[src/rtl/slice_hit_detector.sv]
// slice_hit_detector
// Once per video frame, snapshots the cursor, streak flag and all sprite slots, then walks the
// slots one per cycle. A slot is "sliced" when the blade is down, the slot is in the sliceable
// state, the cursor lies inside its hitbox and it has not already been sliced this streak.
// Each slice sets a sticky mask bit, bumps a saturating counter and queues the slot index in a
// first-word-fall-through event FIFO that software drains with a valid/ack handshake.

module slice_hit_detector #(
    parameter int unsigned NUM_SPRITES  = 15,
    parameter int unsigned HIT_W        = 32,
    parameter int unsigned HIT_H        = 32,
    parameter int unsigned FIFO_DEPTH   = 8,
    parameter logic [2:0]  ACTIVE_STATE = 3'd1
) (
    input  logic                       clk,
    input  logic                       reset,
    input  logic                       frame_tick,
    input  logic [9:0]                 cursor_x,
    input  logic [9:0]                 cursor_y,
    input  logic                       streak,
    input  logic [10*NUM_SPRITES-1:0]  sprite_x,
    input  logic [10*NUM_SPRITES-1:0]  sprite_y,
    input  logic [3*NUM_SPRITES-1:0]   sprite_state,
    output logic [NUM_SPRITES-1:0]     hit_mask,
    output logic                       evt_valid,
    output logic [3:0]                 evt_slot,
    input  logic                       evt_ack,
    output logic [15:0]                hit_count,
    output logic                       overflow,
    output logic                       busy
);

    localparam int unsigned PtrW = (FIFO_DEPTH > 1) ? $clog2(FIFO_DEPTH) : 1;
    localparam int unsigned CntW = PtrW + 1;

    localparam logic [3:0]      LastIdx = 4'(NUM_SPRITES - 1);
    localparam logic [10:0]     HitW11  = 11'(HIT_W);
    localparam logic [10:0]     HitH11  = 11'(HIT_H);
    localparam logic [CntW-1:0] FullCnt = CntW'(FIFO_DEPTH);

    typedef enum logic [1:0] {
        StIdle,
        StLatch,
        StScan,
        StDone
    } state_e;

    state_e state_q;
    logic [3:0] idx_q;

    // Frame snapshot: everything the scan looks at is frozen in LATCH
    logic [9:0]                 snap_cx_q;
    logic [9:0]                 snap_cy_q;
    logic                       snap_streak_q;
    logic [10*NUM_SPRITES-1:0]  snap_x_q;
    logic [10*NUM_SPRITES-1:0]  snap_y_q;
    logic [3*NUM_SPRITES-1:0]   snap_st_q;

    // Event FIFO
    logic [3:0]      fifo_mem_q [FIFO_DEPTH];
    logic [PtrW-1:0] wr_ptr_q;
    logic [PtrW-1:0] rd_ptr_q;
    logic [CntW-1:0] fifo_cnt_q;

    // Per-slot views of the snapshot buses
    logic [9:0] sx_arr [NUM_SPRITES];
    logic [9:0] sy_arr [NUM_SPRITES];
    logic [2:0] st_arr [NUM_SPRITES];

    logic [9:0] cur_sx;
    logic [9:0] cur_sy;
    logic [2:0] cur_st;
    logic       slot_active;
    logic       in_box;
    logic       scan_hit;

    logic fifo_empty;
    logic fifo_full;
    logic fifo_pop;
    logic fifo_push;

    // Unpack the snapshot buses into per-slot arrays
    always_comb begin
        for (int i = 0; i < NUM_SPRITES; i++) begin
            sx_arr[i] = snap_x_q[10*i +: 10];
            sy_arr[i] = snap_y_q[10*i +: 10];
            st_arr[i] = snap_st_q[3*i +: 3];
        end
    end

    // Hit test for the slot currently addressed by the scan index
    always_comb begin
        cur_sx      = sx_arr[idx_q];
        cur_sy      = sy_arr[idx_q];
        cur_st      = st_arr[idx_q];
        slot_active = (cur_st == ACTIVE_STATE);
        // Upper bounds are formed at 11 bits so sprites near x/y = 1023 do not wrap
        in_box      = (cur_sx <= snap_cx_q)
                   && ({1'b0, snap_cx_q} < ({1'b0, cur_sx} + HitW11))
                   && (cur_sy <= snap_cy_q)
                   && ({1'b0, snap_cy_q} < ({1'b0, cur_sy} + HitH11));
        scan_hit    = (state_q == StScan) && snap_streak_q && slot_active && in_box
                   && !hit_mask[idx_q];
    end

    // FIFO handshake decode; a push into a full FIFO is accepted only if a pop frees a slot
    always_comb begin
        fifo_empty = (fifo_cnt_q == '0);
        fifo_full  = (fifo_cnt_q == FullCnt);
        fifo_pop   = evt_ack && !fifo_empty;
        fifo_push  = scan_hit && (!fifo_full || fifo_pop);
        evt_valid  = !fifo_empty;
        evt_slot   = fifo_empty ? 4'd0 : fifo_mem_q[rd_ptr_q];
    end

    // Scan sequencer with snapshot, slice mask and slice counter
    always_ff @(posedge clk) begin
        if (reset) begin
            state_q       <= StIdle;
            idx_q         <= 4'd0;
            busy          <= 1'b0;
            hit_mask      <= '0;
            hit_count     <= 16'd0;
            snap_cx_q     <= 10'd0;
            snap_cy_q     <= 10'd0;
            snap_streak_q <= 1'b0;
            snap_x_q      <= '0;
            snap_y_q      <= '0;
            snap_st_q     <= '0;
        end else begin
            unique case (state_q)
                StIdle: begin
                    if (frame_tick) begin
                        state_q <= StLatch;
                    end
                end
                StLatch: begin
                    snap_cx_q     <= cursor_x;
                    snap_cy_q     <= cursor_y;
                    snap_streak_q <= streak;
                    snap_x_q      <= sprite_x;
                    snap_y_q      <= sprite_y;
                    snap_st_q     <= sprite_state;
                    idx_q         <= 4'd0;
                    busy          <= 1'b1;
                    // Lifting the blade ends the streak, so every slot becomes sliceable again
                    if (!streak) begin
                        hit_mask <= '0;
                    end
                    state_q <= StScan;
                end
                StScan: begin
                    // A slot that left the active state has despawned; re-arm it for its respawn
                    if (!slot_active) begin
                        hit_mask[idx_q] <= 1'b0;
                    end else if (scan_hit) begin
                        hit_mask[idx_q] <= 1'b1;
                        if (hit_count != 16'hFFFF) begin
                            hit_count <= hit_count + 16'd1;
                        end
                    end
                    if (idx_q == LastIdx) begin
                        state_q <= StDone;
                    end else begin
                        idx_q <= idx_q + 4'd1;
                    end
                end
                StDone: begin
                    busy    <= 1'b0;
                    state_q <= StIdle;
                end
                default: begin
                    state_q <= StIdle;
                end
            endcase
        end
    end

    // FIFO storage; contents are don't-care while the slot is not occupied
    always_ff @(posedge clk) begin
        if (fifo_push) begin
            fifo_mem_q[wr_ptr_q] <= idx_q;
        end
    end

    // FIFO pointers, occupancy and sticky overflow
    always_ff @(posedge clk) begin
        if (reset) begin
            wr_ptr_q   <= '0;
            rd_ptr_q   <= '0;
            fifo_cnt_q <= '0;
            overflow   <= 1'b0;
        end else begin
            if (fifo_push) begin
                wr_ptr_q <= wr_ptr_q + PtrW'(1);
            end
            if (fifo_pop) begin
                rd_ptr_q <= rd_ptr_q + PtrW'(1);
            end
            if (fifo_push && !fifo_pop) begin
                fifo_cnt_q <= fifo_cnt_q + CntW'(1);
            end else if (!fifo_push && fifo_pop) begin
                fifo_cnt_q <= fifo_cnt_q - CntW'(1);
            end
            if (scan_hit && !fifo_push) begin
                overflow <= 1'b1;
            end
        end
    end

endmodule

[config.mk]
export PLATFORM = sky130hd
export DESIGN_NAME = slice_hit_detector
export DESIGN_NICKNAME = d
export VERILOG_FILES = /design/src/rtl/slice_hit_detector.sv
export SDC_FILE = /design/constraint.sdc
export NUM_CORES = 1
export LEC_CHECK = 0
export ABC_AREA = 0
export CAP_MARGIN = 15
export CORE_UTILIZATION = 50
export CTS_CLUSTER_DIAMETER = 100
export DETAILED_ROUTE_END_ITERATION = 6
export MAX_ROUTING_LAYER = met4
export PLACE_DENSITY = 0.88
export SETUP_SLACK_MARGIN = 0.05
export SLEW_MARGIN = 5
export SYNTH_ARGS = -nofsm -noshare
export SYNTH_HDL_FRONTEND = slang
export SYNTH_SLANG_ARGS = --single-unit
[constraint.sdc]
create_clock -name clk -period 11.8 [get_ports clk]
set_input_delay 1.77 -clock clk [delete_from_list [all_inputs] [get_ports clk]]
set_output_delay 1.77 -clock clk [all_outputs]
set_load 0.1 [all_outputs]
==> results.py <==
metrics = {
    "outcome": {
        "outcome": "finished, final reports clean",
    },
    "job": {
        "timing.max_cap.violations": 0,
    },
    "layout": {
        "final_cell_mix": "426 x nor2_1, 414 x dfxtp_1, 406 x clkdlybuf4s50_1, 396 x mux2i_1, 69 x mux4_2",
        "nets": 2716,
        "drive_above_1_share_pct": 8.77,
        "mostFrequentLayoutCell": "nor2_1",
        "synthToLayoutAreaGrowth_pct": 28.9,
        "final_cell_area_sq_um": 26600,
        "fin_cells": 2870,
    },
    "global_routing": {
        "grt_pass1_wl_um": 90100,
        "use_met3_pct": 3.93,
        "grt_max_degree": 157,
        "grt_use_met2_pct": 46.4,
        "overflow": 0,
        "antenna_found_initial": 10,
        "grt_pass1_vias": 16200,
        "gr-usage-met1_pct": 35.7,
        "grt_usage_pct": 28.6,
        "busiest_layer": "met2",
    },
    "power_and_ir_drop": {
        "ir_drop_uv": 126,
        "p_int_mw": 3.71,
        "power_density_nw_per_um2": 209,
        "switching_power_mw": 1.84,
        "seqPwrFrac_pct": 37.3,
        "p_sw_share_pct": 33.1,
        "combPwrFrac_pct": 34.4,
        "p_clk_share_pct": 28.3,
        "p_leak_nw": 10.1,
    },
    "yosys": {
        "synthTopCellsByArea": "dfxtp_1 41%, mux2i_1 19%, nor2_1 7.8%",
        "yosysSeqAreaShare_pct": 45.2,
        "syn-cell-area_sq_um": 20600,
        "postSynthCellCount": 1953,
        "yosys.area.top_type_share_pct": 40.6,
        "ys_warn_count": 0,
        "yosys.area.top_type": "dfxtp_1",
        "async_flop_share_pct": 0,
        "yosys_most_used_dff": "dfxtp_1",
        "synth_edf_count": 32,
        "postSynthAreaPerCell_sq_um": 10.6,
        "yosysUniqueCellTypes": 73,
        "syn-num-nets": 2380,
        "synth_seq_cells": 450,
    },
    "die": {
        "die_area_sq_um": 42100,
        "initial_utilization_pct": 50.6,
        "io_pins": 408,
        "die_w_um": 205,
        "core_area_sq_um": 40700,
        "floorplan.rows": 74,
        "die_h_um": 205,
    },
    "placed_design": {
        "place_congestion": 0.884,
        "numPortBuffers": 407,
        "place_ws_ns": 5.40,
        "dp_cells": 2770,
        "place_hpwl_um": 42100,
        "placed_cell_area_sq_um": 24900,
    },
    "clock_network": {
        "tritoncts": "built",
        "clk_pin_slew_worst_paths_ns": 0.06,
        "post_cts_buffers": 0,
        "cts.sinks": 450,
        "hold_buffers": 0,
        "clkLatencyLatePin_ns": 0.58,
        "htreeDepth": 2,
        "clk_path_buf_depth": 3,
        "clock-root-buffer": "clkbuf_16",
        "cts_buffers": 47,
        "cts_resized": 0,
    },
    "worst_setup_path": {
        "crit_path_start_kind": "flop",
        "crit_required_ns": 12.31,
        "end_kind": "flop",
        "crit_arrival_ns": 7.01,
        "worstSetupPathType": "reg -> reg",
        "crit_fanout": 41,
    },
    "timing": {
        "fin_tns_setup_ns": 0,
        "layout_setup_ws_ns": 5.30,
        "skew_ns": 0.0146,
        "rsz0062_at_grt": "false",
        "fmax_mhz": 154,
        "max_slew_margin_pct": 23.2,
        "finalCritPeriodShare_pct": 55.1,
        "hold_violations": 0,
        "whs_ns": 0.487,
        "fin_crit_ns": 6.50,
        "slew_violations": 0,
        "tightest_slew_ns": 1.15,
        "setup_viol": 0,
    },
    "route": {
        "dr.first_iter.drc_count": 1212,
        "wirelength_um": 59000,
        "drc": 0,
        "post_drt_wl_per_cell_um": 20.6,
        "viasPerCell": 5.67,
        "ant_nets": 0,
        "drt_first_pass_iters": 6,
        "vias": 16300,
    },
    "worst_hold_path": {
        "hp-class": "reg -> reg",
    },
}
[cells in the mapped netlist, drive strengths merged, types with 3 or more instances]
| library cell | number |
|---|---|
| nor2 | 426 |
| dfxtp | 418 |
| mux2i | 396 |
| mux4 | 80 |
| buf | 72 |
| clkbuf | 64 |
| nand2 | 61 |
| ha | 56 |
| a21oi | 45 |
| inv | 45 |
| edfxtp | 32 |
| nor2b | 27 |
| o21ai | 21 |
| mux2 | 17 |
| a211oi | 14 |
| o211ai | 14 |
| a21o | 13 |
| a32o | 13 |
| nor3 | 13 |
| nand3 | 12 |
| a22oi | 11 |
| and3 | 9 |
| nand4 | 8 |
| nor4 | 8 |
| and2 | 7 |
| xor2 | 7 |
| a31o | 6 |
| o21a | 4 |
| or4 | 4 |
| xnor2 | 4 |
| a31oi | 3 |
| and4 | 3 |
| and4b | 3 |
| nand2b | 3 |
| o2bb2ai | 3 |
| o31ai | 3 |
[through the flow]
stage,power [mW],utilization [%]
6_report,5.55,65.3
3_3_place_gp,3.90,61.0
5_1_grt,5.83,65.3
3_5_place_dp,3.98,61.0
2_1_floorplan,3.48,-
4_1_cts,5.57,65.1
[sequential cells by signal, indices dropped and copies added (netlist names), named ones only]
name,cells
busy,1
fifo_cnt_q,4
state_q,2
snap_st_q,45
snap_cy_q,10
snap_cx_q,10
hit_mask,15
snap_streak_q,1
idx_q,4
wr_ptr_q,3
snap_y_q,150
rd_ptr_q,3
fifo_mem_q,32
hit_count,16
snap_x_q,150
overflow,1
[worst max-delay path: stages (launching register included)]
cell	delay, ns
dfxtp_4	0.71
buf_4	0.61
and2b_1	0.63
nand2_1	0.19
o21ai_0	0.09
mux4_2	0.55
ha_1	0.33
a21oi_1	0.21
o21ai_0	0.11
a2111oi_0	0.35
o21ai_0	0.22
nor3_2	0.15
and4_1	0.25
and2_1	0.26
ha_1	0.26
inv_1	0.10
ha_1	0.29
a21o_1	0.19
a21oi_1	0.21
xnor2_1	0.13
or3_1	0.34
a21oi_1	0.16
[worst paths after layout]
path	slack (ns)	startpoint	cells after the start	endpoint
max	5.30	idx_q[1]$_SDFFE_PP0P_	21	fifo_cnt_q[3]$_SDFFE_PP0P_
min	0.49	snap_streak_q$_SDFFE_PP0P_	2	snap_streak_q$_SDFFE_PP0P_
max reg2reg	5.30	idx_q[1]$_SDFFE_PP0P_	21	fifo_cnt_q[3]$_SDFFE_PP0P_
min reg2reg	0.49	snap_streak_q$_SDFFE_PP0P_	2	snap_streak_q$_SDFFE_PP0P_
[power groups by stage]
stage                     combinational (mW)  sequential, mW  clock [mW]
after floorplan                         1.49            1.99           0
after global placement                  1.82            2.08           0
after detailed placement                1.89            2.10           0
after CTS                               1.90            2.07        1.59
after global routing                    2.07            2.10        1.65
final                                   1.91            2.07        1.57
[layer usage]
metal | routed length, um | vias up
li1 | - | 7596
met4 | 2270 | 0
met3 | 3910 | 123
met5 | 0 | -
met2 | 28600 | 640
met1 | 24300 | 7905
[cell type report]
| class | count | area, sq um |
|---|---|---|
| flip-flops and latches | 450 | 9340 |
| clock buffers | 68 | 1450 |
| well taps | 532 | 666 |
| multi-input cells | 1321 | 10500 |
| repair buffers | 423 | 4230 |
| fillers | 3133 | 14200 |
| clock inverters | 19 | 208 |
| diodes | 11 | 27.5 |
| inverters | 46 | 173 |
[cell families (layout without fill, tap and decap cells)]
group / Yosys count / after routing / synth area share, %
other: 0 / 11 / 0
adder cells (fa/ha/maj): 57 / 57 / 3.50
multiplexers: 493 / 493 / 29.1
XOR/XNOR: 11 / 11 / 0.467
AO/OA/AOI/OAI: 165 / 165 / 5.51
flip-flops: 450 / 450 / 45.2
buffers and inverters: 182 / 556 / 3.93
AND/OR/NAND/NOR: 595 / 595 / 12.3
No activity file was read; power rests on OpenSTA's default activity.
